## config.mk

```make
export PLATFORM = sky130hd
export DESIGN_NAME = rtc_apb_regs
export DESIGN_NICKNAME = d
export VERILOG_FILES = /design/src/rtl/rtc_pkg.sv /design/src/rtl/rtc_apb_regs.sv
export SDC_FILE = /design/constraint.sdc
export NUM_CORES = 1
export LEC_CHECK = 0
export CELL_PAD_IN_SITES_DETAIL_PLACEMENT = 2
export CELL_PAD_IN_SITES_GLOBAL_PLACEMENT = 2
export CORE_ASPECT_RATIO = 1.4
export CORE_UTILIZATION = 26
export DETAILED_ROUTE_END_ITERATION = 12
export PLACE_DENSITY = 0.94
export SETUP_SLACK_MARGIN = 0.15
export SYNTH_ARGS = -nofsm -noshare
export SYNTH_HDL_FRONTEND = slang
export SYNTH_SLANG_ARGS = --single-unit
```

## constraint.sdc

```tcl
create_clock -name clk_i -period 6.2 [get_ports clk_i]
set_clock_uncertainty 0.2 [all_clocks]
set_input_delay 1.86 -clock clk_i [delete_from_list [all_inputs] [get_ports clk_i]]
set_output_delay 1.86 -clock clk_i [all_outputs]
set_load 0.05 [all_outputs]
```

## src/rtl/rtc_pkg.sv

```systemverilog
// rtc_pkg: shared constants for the RTC APB register front-end.
// Holds the register byte offsets, CTRL/STATUS bit positions, field widths
// and the APB transfer-phase state type.
package rtc_pkg;

    // Register byte offsets (decoded on PADDR[4:0], [1:0] must be zero).
    localparam logic [4:0] OFF_CTRL        = 5'h00;
    localparam logic [4:0] OFF_STATUS      = 5'h04;
    localparam logic [4:0] OFF_CLOCK       = 5'h08;
    localparam logic [4:0] OFF_DATE        = 5'h0C;
    localparam logic [4:0] OFF_TIMER       = 5'h10;
    localparam logic [4:0] OFF_ALARM_CLOCK = 5'h14;
    localparam logic [4:0] OFF_ALARM_DATE  = 5'h18;
    localparam logic [4:0] OFF_INIT_SEC    = 5'h1C;

    // CTRL bit positions.
    localparam int unsigned CTRL_TIMER_EN     = 0;
    localparam int unsigned CTRL_TIMER_RETRIG = 1;
    localparam int unsigned CTRL_ALARM_EN     = 2;
    localparam int unsigned CTRL_MASK_LSB     = 3;
    localparam int unsigned CTRL_IRQ_EN       = 9;
    localparam int unsigned CTRL_W            = 10;

    // STATUS bit positions.
    localparam int unsigned STATUS_PENDING = 0;
    localparam int unsigned STATUS_SNAP    = 1;

    // Field widths.
    localparam int unsigned CLOCK_W    = 22;
    localparam int unsigned DATE_W     = 32;
    localparam int unsigned TIMER_W    = 17;
    localparam int unsigned INIT_SEC_W = 10;
    localparam int unsigned MASK_W     = 6;

    typedef enum logic [1:0] {
        APB_IDLE   = 2'd0,
        APB_SETUP  = 2'd1,
        APB_ACCESS = 2'd2
    } apb_state_e;

endpackage

```

## src/rtl/rtc_apb_regs.sv

```systemverilog
// rtc_apb_regs: APB3 slave register front-end for rtc_top.
//   APB side : paddr_i/pwdata_i/pwrite_i/psel_i/penable_i in,
//              prdata_o/pready_o/pslverr_o out (zero wait states).
//   To RTC   : one-cycle *_update_o strobes, held write data words,
//              configuration levels (timer/alarm enables, alarm mask, init_sec).
//   From RTC : live clock/date/timer/alarm values and event_i.
//   irq_o    : registered event_pending & irq_en.
//
// state      | meaning
// -----------+-----------------------------------------------------------
// APB_IDLE   | no transfer seen last cycle
// APB_SETUP  | last cycle was a setup phase; an enabled cycle now is ACCESS
// APB_ACCESS | last cycle was the access (commit) phase
module rtc_apb_regs
    import rtc_pkg::*;
#(
    parameter int unsigned APB_ADDR_WIDTH = 12
) (
    input  logic                      clk_i,
    input  logic                      rstn_i,
    input  logic [APB_ADDR_WIDTH-1:0] paddr_i,
    input  logic [31:0]               pwdata_i,
    input  logic                      pwrite_i,
    input  logic                      psel_i,
    input  logic                      penable_i,
    output logic [31:0]               prdata_o,
    output logic                      pready_o,
    output logic                      pslverr_o,
    output logic                      clock_update_o,
    output logic                      date_update_o,
    output logic                      timer_update_o,
    output logic                      alarm_update_clock_o,
    output logic                      alarm_update_date_o,
    output logic [CLOCK_W-1:0]        clock_wdata_o,
    output logic [DATE_W-1:0]         date_wdata_o,
    output logic [TIMER_W-1:0]        timer_target_o,
    output logic [CLOCK_W-1:0]        alarm_clock_wdata_o,
    output logic [DATE_W-1:0]         alarm_date_wdata_o,
    output logic [INIT_SEC_W-1:0]     init_sec_cnt_o,
    output logic                      timer_enable_o,
    output logic                      timer_retrig_o,
    output logic                      alarm_enable_o,
    output logic [MASK_W-1:0]         alarm_mask_o,
    input  logic [CLOCK_W-1:0]        clock_i,
    input  logic [DATE_W-1:0]         date_i,
    input  logic [TIMER_W-1:0]        timer_value_i,
    input  logic [CLOCK_W-1:0]        alarm_clock_i,
    input  logic [DATE_W-1:0]         alarm_date_i,
    input  logic                      event_i,
    output logic                      irq_o
);

    apb_state_e state_q, state_d;

    logic [CTRL_W-1:0]     ctrl_q, ctrl_d;
    logic                  pending_q, pending_d;
    logic                  snap_valid_q, snap_valid_d;
    logic [DATE_W-1:0]     date_shadow_q, date_shadow_d;
    logic [CLOCK_W-1:0]    clock_wdata_q, clock_wdata_d;
    logic [DATE_W-1:0]     date_wdata_q, date_wdata_d;
    logic [TIMER_W-1:0]    timer_target_q, timer_target_d;
    logic [CLOCK_W-1:0]    alarm_clock_q, alarm_clock_d;
    logic [DATE_W-1:0]     alarm_date_q, alarm_date_d;
    logic [INIT_SEC_W-1:0] init_sec_q, init_sec_d;
    logic [4:0]            upd_q, upd_d;   // {alarm_date, alarm_clock, timer, date, clock}
    logic                  event_dly_q, event_dly_d;
    logic                  irq_q, irq_d;

    logic        access;
    logic        addr_err;
    logic        wr_en;
    logic        rd_en;
    logic        status_clr;
    logic [4:0]  off;
    logic [31:0] rdata;

    assign off      = paddr_i[4:0];
    assign addr_err = (|paddr_i[APB_ADDR_WIDTH-1:5]) | (|paddr_i[1:0]);
    // An enabled cycle only commits when it follows a setup phase.
    assign access   = psel_i & penable_i & (state_q == APB_SETUP);
    assign wr_en    = access & pwrite_i & ~addr_err;
    assign rd_en    = access & ~pwrite_i & ~addr_err;

    always_comb begin
        state_d = state_q;
        case (state_q)
            APB_IDLE:   if (psel_i & ~penable_i) state_d = APB_SETUP;
            APB_SETUP: begin
                if (psel_i & penable_i) state_d = APB_ACCESS;
                else if (!psel_i)       state_d = APB_IDLE;
            end
            APB_ACCESS: state_d = (psel_i & ~penable_i) ? APB_SETUP : APB_IDLE;
            default:    state_d = APB_IDLE;
        endcase
    end

    always_comb begin
        rdata = '0;
        case (off)
            OFF_CTRL:        rdata = {{(32-CTRL_W){1'b0}}, ctrl_q};
            OFF_STATUS:      rdata = {30'b0, snap_valid_q, pending_q};
            OFF_CLOCK:       rdata = {{(32-CLOCK_W){1'b0}}, clock_i};
            OFF_DATE:        rdata = snap_valid_q ? date_shadow_q : date_i;
            OFF_TIMER:       rdata = {{(32-TIMER_W){1'b0}}, timer_value_i};
            OFF_ALARM_CLOCK: rdata = {{(32-CLOCK_W){1'b0}}, alarm_clock_i};
            OFF_ALARM_DATE:  rdata = alarm_date_i;
            OFF_INIT_SEC:    rdata = {{(32-INIT_SEC_W){1'b0}}, init_sec_q};
            default:         rdata = '0;
        endcase
    end

    always_comb begin
        ctrl_d         = ctrl_q;
        snap_valid_d   = snap_valid_q;
        date_shadow_d  = date_shadow_q;
        clock_wdata_d  = clock_wdata_q;
        date_wdata_d   = date_wdata_q;
        timer_target_d = timer_target_q;
        alarm_clock_d  = alarm_clock_q;
        alarm_date_d   = alarm_date_q;
        init_sec_d     = init_sec_q;
        upd_d          = '0;
        status_clr     = 1'b0;

        if (wr_en) begin
            case (off)
                OFF_CTRL:   ctrl_d     = pwdata_i[CTRL_W-1:0];
                OFF_STATUS: status_clr = pwdata_i[STATUS_PENDING];
                OFF_CLOCK: begin
                    clock_wdata_d = pwdata_i[CLOCK_W-1:0];
                    upd_d[0]      = 1'b1;
                    snap_valid_d  = 1'b0;
                end
                OFF_DATE: begin
                    date_wdata_d = pwdata_i;
                    upd_d[1]     = 1'b1;
                    snap_valid_d = 1'b0;
                end
                OFF_TIMER: begin
                    timer_target_d = pwdata_i[TIMER_W-1:0];
                    upd_d[2]       = 1'b1;
                end
                OFF_ALARM_CLOCK: begin
                    alarm_clock_d = pwdata_i[CLOCK_W-1:0];
                    upd_d[3]      = 1'b1;
                end
                OFF_ALARM_DATE: begin
                    alarm_date_d = pwdata_i;
                    upd_d[4]     = 1'b1;
                end
                OFF_INIT_SEC: init_sec_d = pwdata_i[INIT_SEC_W-1:0];
                default: ;
            endcase
        end

        // Clock read freezes the matching date so a following date read is coherent.
        if (rd_en) begin
            if (off == OFF_CLOCK) begin
                date_shadow_d = date_i;
                snap_valid_d  = 1'b1;
            end else if (off == OFF_DATE) begin
                snap_valid_d = 1'b0;
            end
        end
    end

    // A new edge overrides a simultaneous write-one-to-clear.
    assign event_dly_d = event_i;
    assign pending_d   = (event_i & ~event_dly_q) | (pending_q & ~status_clr);
    assign irq_d       = pending_q & ctrl_q[CTRL_IRQ_EN];

    always_ff @(posedge clk_i) begin
        if (!rstn_i) begin
            state_q        <= APB_IDLE;
            ctrl_q         <= '0;
            pending_q      <= 1'b0;
            snap_valid_q   <= 1'b0;
            date_shadow_q  <= '0;
            clock_wdata_q  <= '0;
            date_wdata_q   <= '0;
            timer_target_q <= '0;
            alarm_clock_q  <= '0;
            alarm_date_q   <= '0;
            init_sec_q     <= '0;
            upd_q          <= '0;
            event_dly_q    <= 1'b0;
            irq_q          <= 1'b0;
        end else begin
            state_q        <= state_d;
            ctrl_q         <= ctrl_d;
            pending_q      <= pending_d;
            snap_valid_q   <= snap_valid_d;
            date_shadow_q  <= date_shadow_d;
            clock_wdata_q  <= clock_wdata_d;
            date_wdata_q   <= date_wdata_d;
            timer_target_q <= timer_target_d;
            alarm_clock_q  <= alarm_clock_d;
            alarm_date_q   <= alarm_date_d;
            init_sec_q     <= init_sec_d;
            upd_q          <= upd_d;
            event_dly_q    <= event_dly_d;
            irq_q          <= irq_d;
        end
    end

    assign pready_o  = psel_i & penable_i;
    assign pslverr_o = access & addr_err;
    assign prdata_o  = rd_en ? rdata : 32'h0;

    assign clock_update_o       = upd_q[0];
    assign date_update_o        = upd_q[1];
    assign timer_update_o       = upd_q[2];
    assign alarm_update_clock_o = upd_q[3];
    assign alarm_update_date_o  = upd_q[4];

    assign clock_wdata_o       = clock_wdata_q;
    assign date_wdata_o        = date_wdata_q;
    assign timer_target_o      = timer_target_q;
    assign alarm_clock_wdata_o = alarm_clock_q;
    assign alarm_date_wdata_o  = alarm_date_q;
    assign init_sec_cnt_o      = init_sec_q;

    assign timer_enable_o = ctrl_q[CTRL_TIMER_EN];
    assign timer_retrig_o = ctrl_q[CTRL_TIMER_RETRIG];
    assign alarm_enable_o = ctrl_q[CTRL_ALARM_EN];
    assign alarm_mask_o   = ctrl_q[CTRL_MASK_LSB +: MASK_W];
    assign irq_o          = irq_q;

endmodule

```

# ---- Yosys cells after proc, flatten, opt, wreduce, memory -nomap -nowiden
# Cells that the tools add are included.
dict set report word_totals {
  out_inout_bits 184
  wordCells 78
  reg_bits 188
  in_bits 175
}
dict set report op_classes {
  eq_ne 11
  n_bitwise 18
  n_mux 20
  n_reduce_logical 15
}
# cell count
set op_table {}
lappend op_table {{32-bit case mux with 8 select lines} 1}
lappend op_table {{32-bit 2-to-1 mux} 2}
lappend op_table {{5-bit equality test, second input constant} 4}
lappend op_table {{2-bit AND reduction} 10}
lappend op_table {{1-bit 2-to-1 mux} 13}
lappend op_table {{1-bit AND} 11}
lappend op_table {{5-bit by 4-bit equality test with 1-bit output, second input constant} 2}
lappend op_table {{7-bit OR reduction} 1}
lappend op_table {{2-bit 2-to-1 mux} 3}
lappend op_table {{2-bit case mux with 3 select lines} 1}
lappend op_table {{5-bit by 3-bit equality test with 1-bit output, second input constant} 1}
lappend op_table {{5-bit logical NOT} 1}
lappend op_table {{1-bit inverter} 5}
lappend op_table {{2-bit OR reduction} 2}
lappend op_table {{3-bit inequality test, second input constant} 1}
lappend op_table {{2-bit by 1-bit equality test with 1-bit output, second input constant} 1}
lappend op_table {{2-bit equality test, second input constant} 1}
lappend op_table {{2-bit logical NOT} 1}
lappend op_table {{2-bit inequality test, second input constant} 1}
lappend op_table {{1-bit bitwise OR} 2}

# ---- Longest topological paths before layout
# Gate-level depths: netlist (run 1).
dict set report logic_depth {
  depth_word 8
  depth_mapped 8
  mapped_depth_nobuf 4
}

# ---- Least setup slack after synthesis (run 1)
# No wires, ideal clock.
dict set report synth_path {
  path_type {input to output}
  from {input port paddr_i[4]}
  to {output port prdata_o[3]}
  arrival_time_ns 3.946
  required_time_ns 4.140
  path_slack_ns 0.194
  path_buffers 2
  stages 6
  path_cell_list {buf_6 > or3_1 > clkbuf_1 > nor3_1 > a22oi_1 > a31oi_1}
}
dict set report synth_between {
  elab_chain_cells 3
  elab_cells_between_ends 10
  classes_between {eq/ne: 7; mux: 2; reduce/logical: 1}
}
# element line
set synth_lines {}
lappend synth_lines {{from (decl)} rtc_apb_regs.sv:21} ;# input logic [APB_ADDR_WIDTH-1:0] paddr_i,
lappend synth_lines {{5-bit equality test, or another cell as far along} rtc_apb_regs.sv:99} ;# case (off)
lappend synth_lines {{32-bit case mux with 8 select lines *} rtc_apb_regs.sv:99}
lappend synth_lines {{32-bit 2-to-1 mux *} rtc_apb_regs.sv:208} ;# assign prdata_o = rd_en ? rdata : 32'h0;
lappend synth_lines {{to (decl)} rtc_apb_regs.sv:26} ;# output logic [31:0] prdata_o,
# Every way passes the cells marked *; elsewhere a longest branch is shown, timed or not.

# ---- Worst setup path in the final report (run 1)
dict set report layout_path {
  from {input port paddr_i[0]}
  to {output port prdata_o[16]}
}
dict set report layout_between {
  elab_chain_cells 5
  elab_cells_between_ends 14
  classes_between {eq/ne: 7; mux: 2; bitwise: 3; reduce/logical: 2}
}
# element line
set layout_lines {}
lappend layout_lines {{parallel branches: the longest is 4 deep, another holds 32-bit case mux with 8 select lines} n/a}
lappend layout_lines {{32-bit 2-to-1 mux *} rtc_apb_regs.sv:208}
# Every way passes the cells marked *.

==> metrics.txt, run 1 <==
status=complete, no violations; Worst Hold End=pending_q; Final setup violation count=0; IO Pins=359; Hold Crit Start=event_dly_q; number of fill cells=3364; max-cap viol count=0; Die Ht=about 210 um; Pleak=around 4.3 nW; min cycle time layout=slightly below 6000 ps; vias in the first global route=roughly 9400; Post-CTS Hold Buffers=0; vias per cell=between 5 and 6; layout cells sized above 1=between 10% and 20%; synthesis-to-finish area growth=59.5%; Data required, critical path=between 4000 and 5000 ps; Final Util=between 40% and 50%; core footprint=31600 sq um; vias post-DR=between 8000 and 9000; yosys warns=0; antenna violations before repair=1; Slew headroom=28.5%; worst reg-to-reg setup slack=between 3000 and 4000 ps; PD cells=around 190 nW/um^2; WL/cell=between 20 and 25 um; nets@finish=approximately 1400; Post-Route WL=38.7 mm; commonest non-fill, non-tap cell in the layout=clkdlybuf4s50_1; Post-route DRC=0; hold path depth=1; Die W=roughly 150 um; Post-synth ARST share=0%; CTS Buffer Depth=2; crit path launch type=primary input; worst r2r src=state_q[1]; crit share post-route=a little over nine tenths; ANT nets after route=0; pin count of the biggest net entering global routing=67; Worst-path clk slew=about 70 ps; unrepaired setup endpoints after global routing=false; CP Max Fanout=12; Syn Area/Cell=around 9.4 sq um; post-synth net total=approximately 1100; GRT Util Overall=23.2%; sequential share of the synthesized area=45.1%; detailed-placement wirelength estimate=roughly 29 mm; Highest Clock Rate=168 MHz; Root Buffer=clkbuf_16; mapped cell area=8340 sq um; type of the most critical hold path=reg2reg; worst slack at placement=-2.88 ps; total congestion overflow=0; kind of critical path=in2out; DIE AREA=roughly 33000 sq um; Port Buf Inserts=between 300 and 400; Setup WS post-layout=approximately 240 ps; setup_tns=0 ps; Synth cell types=50; max-slew violation count=0; Worst Tran Pin Value=1070 ps; EDFF count, synth=0; global placement routability congestion=about 0.87; Initial Util=between 20% and 30%; Yosys reg bits=around 190; Cells after Synth=about 880; # rows=between 70 and 80; FF-to-FF path depth=5; CTS Sinks=approximately 190; Initial DRC Count=between 300 and 400; clk_lat worst skew=440 ps; Most used DFF post-synth=dfxtp_1; Final Hold Fails=0; setup bufs post-CTS=0; CTS tree=done; highest-count cells in the layout ignoring fill and taps=clkdlybuf4s50_1, nand2_1, dfxtp_1; Max H-tree Level=4; Worst Path Arrival=approximately 3900 ps; RR Endpoint=date_wdata_o[5]; Critical Path Sink Type=output port; Worst VDD drop=about 0.18 mV; First-pass DRT Iterations=4; first-pass GRT wire length=around 57 mm; Num CTS Buffers=17
through the flow:
stage                     hold WS [ps]  power (W)  std cells  instance area (sq um)
final                              251    0.00253       1626                  13300
after global routing               260    0.00260       1626                  13300
after CTS                          253    0.00255       1625                  13300
after detailed placement           243    0.00147       1593                  12700
after global placement             212    0.00147       1593                  12700
after floorplan                    208    0.00131        884                   8340
cell usage after synthesis (5+ instances only):
library cell | instances | area share [%]
buf_4 | 17 | 1.5
buf_6 | 5 | 0.68
nand3_1 | 32 | 1.9
o21ai_0 | 33 | 2.0
buf_2 | 14 | 0.84
mux2_2 | 25 | 3.4
nor3_1 | 12 | 0.72
o2bb2ai_1 | 10 | 1.1
nand2_1 | 188 | 8.5
clkbuf_1 | 43 | 1.9
mux2i_1 | 161 | 19
nor2_1 | 9 | 0.41
a31oi_1 | 9 | 0.68
a222oi_1 | 8 | 0.96
dfxtp_1 | 188 | 45
a22oi_1 | 30 | 2.7
a21oi_1 | 53 | 3.2
timing repair:
item / in CTS / in global routing
pin swaps: 0 / 1
gates resized for setup: 5 / 5
endpoints found under the setup margin: 11 / 18
area by class of cell:
cell class,count,area [sq um],share of cell area [%]
diodes,1,2.50,0.0188
well taps,395,494,3.72
flip-flops and latches,188,3760,28.3
inverters,2,7.51,0.0565
repair buffers,394,4230,31.8
clock inverters,12,104,0.781
multi-input cells,614,4240,31.9
clock buffers,20,457,3.44
kinds of logic after synthesis:
kind of cell           Yosys count  share of synthesized area (%)
buffers and inverters           82                           5.12
flip-flops                     188                           45.1
multiplexers                   188                           23.2
AND/OR/NAND/NOR                273                           14.9
AO/OA/AOI/OAI                  153                           11.5
power by group:
| group | internal (W) | switching (W) |
|---|---|---|
| Combinational | 0.000130 | 0.000110 |
| Sequential | 0.00121 | 0.000000918 |
| Clock | 0.000546 | 0.000533 |
worst max-delay path by stage:
stage,from,to,slack (ps),cells after the start
final,paddr_i[0],prdata_o[16],240,7
after global routing,paddr_i[6],prdata_o[8],160,6
after CTS,paddr_i[4],prdata_o[16],170,7
after detailed placement,paddr_i[4],prdata_o[16],-3,7
after global placement,paddr_i[4],prdata_o[13],140,7
after floorplan,paddr_i[4],prdata_o[3],190,6
flip-flops by register name, summed over array words and instances (netlist names):
signal               flops
alarm_clock_wdata_o     22
alarm_date_wdata_o      32
clock_wdata_o           22
ctrl_q                  10
date_shadow_q           32
date_wdata_o            32
event_dly_q              1
init_sec_cnt_o          10
irq_o                    1
pending_q                1
snap_valid_q             1
state_q                  2
timer_target_o          17
upd_q                    5
worst max-delay path: stages:
cell	delay [ps]
clkdlybuf4s50_1	470
or3b_4	460
nor3b_4	240
buf_4	240
a22oi_1	140
a21oi_2	300
buf_12	180
routing by layer:
metal	vias up	global-route usage [%]	routed length, um
met2	319	45.0	20900
met3	78	6.69	2520
met4	0	12.0	1600
met1	4204	22.1	13700
met5	-	0	0
li1	3803	-	-
No activity file was read; power rests on OpenSTA's default activity.
==> run 2, diff against run 1 <==
--- a/config.mk
+++ b/config.mk
@@ -12,6 +12,7 @@
 export DETAILED_ROUTE_END_ITERATION = 12
 export PLACE_DENSITY = 0.94
 export SETUP_SLACK_MARGIN = 0.15
+export SKIP_CTS_REPAIR_TIMING = 1
 export SYNTH_ARGS = -nofsm -noshare
 export SYNTH_HDL_FRONTEND = slang
 export SYNTH_SLANG_ARGS = --single-unit
==> run 2 against run 1 <==
Net effect: register-to-register slack hardly changed; sequential cell count stayed put; largest cell class unchanged; first-iteration DRC count is 6.2% lower.
==> metrics.txt, run 2 (synthesized netlist as in run 1, its figures left out) <==
status=complete, no violations; Final Hold Fails=0; Tot Pwr=between 0.002 and 0.003 W; type of the most critical hold path=reg2reg; max layer used=met4; vias post-DR=~8400; synthesis-to-finish area growth=59.4%; first-pass GRT wire length=57.0 mm; unrepaired setup endpoints after global routing=false; dpl cell area=between 10000 and 15000 sq um; highest-count cells in the layout ignoring fill and taps=clkdlybuf4s50_1, nand2_1, dfxtp_1; Final Instance Area=about 13000 sq um; CP Max Fanout=12; Initial Util=around a quarter; Highest Clock Rate=~170 MHz; WL met1=13.5 mm; max-cap viol count=0; CTS tree=done; Max H-tree Level=4; crit share post-route=a little over nine tenths; vias per cell=5.15; Setup WS post-layout=roughly 220 ps; Post-route DRC=0; Post-Route WL=about 39 mm; Pleak=about 4.3 nW; Initial DRC Count=301; First-pass DRT Iterations=5; Root Buffer=clkbuf_16; nets@finish=~1400; pin count of the biggest net entering global routing=67; PD cells=around 190 nW/um^2; CTS Buffer Depth=2; Data required, critical path=about 4100 ps; ANT nets after route=0; # rows=just under 80; max-slew violation count=0; CTS Sinks=roughly 190; Die Ht=between 200 and 250 um; worst slack at placement=-2.88 ps; antenna violations before repair=1; Port Buf Inserts=~360; Worst VDD drop=~0.18 mV; Slew headroom=around 28%; Worst Path Arrival=slightly below 4000 ps; IO Pins=between 300 and 400; commonest non-fill, non-tap cell in the layout=clkdlybuf4s50_1; GRT Util Overall=23.2%; setup_tns=0 ps; vias in the first global route=9428; layout cells sized above 1=12.6%; min cycle time layout=approximately 6000 ps; total congestion overflow=0; Worst-path clk slew=70 ps; Final setup violation count=0; WL/cell=23.7 um; routed wl met2=~21 mm; Num CTS Buffers=17; clk_lat worst skew=about 440 ps; core footprint=31600 sq um; crit path launch type=primary input; Die W=between 150 and 200 um; global placement routability congestion=~0.87; detailed-placement wirelength estimate=~29 mm; DIE AREA=32800 sq um; kind of critical path=in2out; Worst Tran Pin Value=1080 ps; Critical Path Sink Type=output port; wire length on met3=~2.5 mm
run 2: cell count changes in the layout (fill, tap and decap cells not counted):
cell / before / now
a31oi_2: 1 / 0
a31oi_1: 8 / 9
run 2: power by group:
part           switching (W)  total, W  leakage [nW]  internal, W
logic               0.000110  0.000239          2.55     0.000130
registers        0.000000917   0.00121          1.51      0.00121
clock network       0.000530   0.00108         0.269     0.000546
total               0.000641   0.00252          4.33      0.00188
run 2: final timing paths:
| kind | from | endpoint | slack (ps) | depth (start not counted) |
|---|---|---|---|---|
| max | paddr_i[0] | prdata_o[16] | 220 | 7 |
| min | event_dly_q | pending_q | 250 | 1 |
| min reg2reg | event_dly_q | pending_q | 250 | 1 |
| max reg2reg | state_q[0] | alarm_date_wdata_o[2] | 3610 | 5 |
run 2: worst max-delay path, stage by stage:
cell and delay, ps:
clkdlybuf4s50_1 490, or3b_4 470, nor3b_4 240, buf_4 240, a22oi_1 140, a21oi_2 300, buf_12 180
run 2: stage by stage:
step           util (%)  hold WS [ps]  instances
5_1_grt            42.0           260       1626
4_1_cts            41.9           253       1625
3_5_place_dp       40.1           243       1593
2_1_floorplan         -           208        884
6_report           42.0           253       1626
3_3_place_gp       40.1           212       1593
run 2: routing by layer:
| layer | track usage, % | vias up |
|---|---|---|
| met2 | 45.0 | 325 |
| li1 | - | 3801 |
| met1 | 22.2 | 4162 |
| met5 | 0 | - |
| met4 | 11.9 | 0 |
| met3 | 6.71 | 85 |
run 2: area by class of cell:
type,count,area [sq um]
tap,395,494
antenna,1,2.50
multi-input combinational,614,4230
fill,3369,18300
clock inverter,12,104
sequential,188,3760
clock buffer,20,457
inverter,2,7.51
timing repair buffer,394,4230
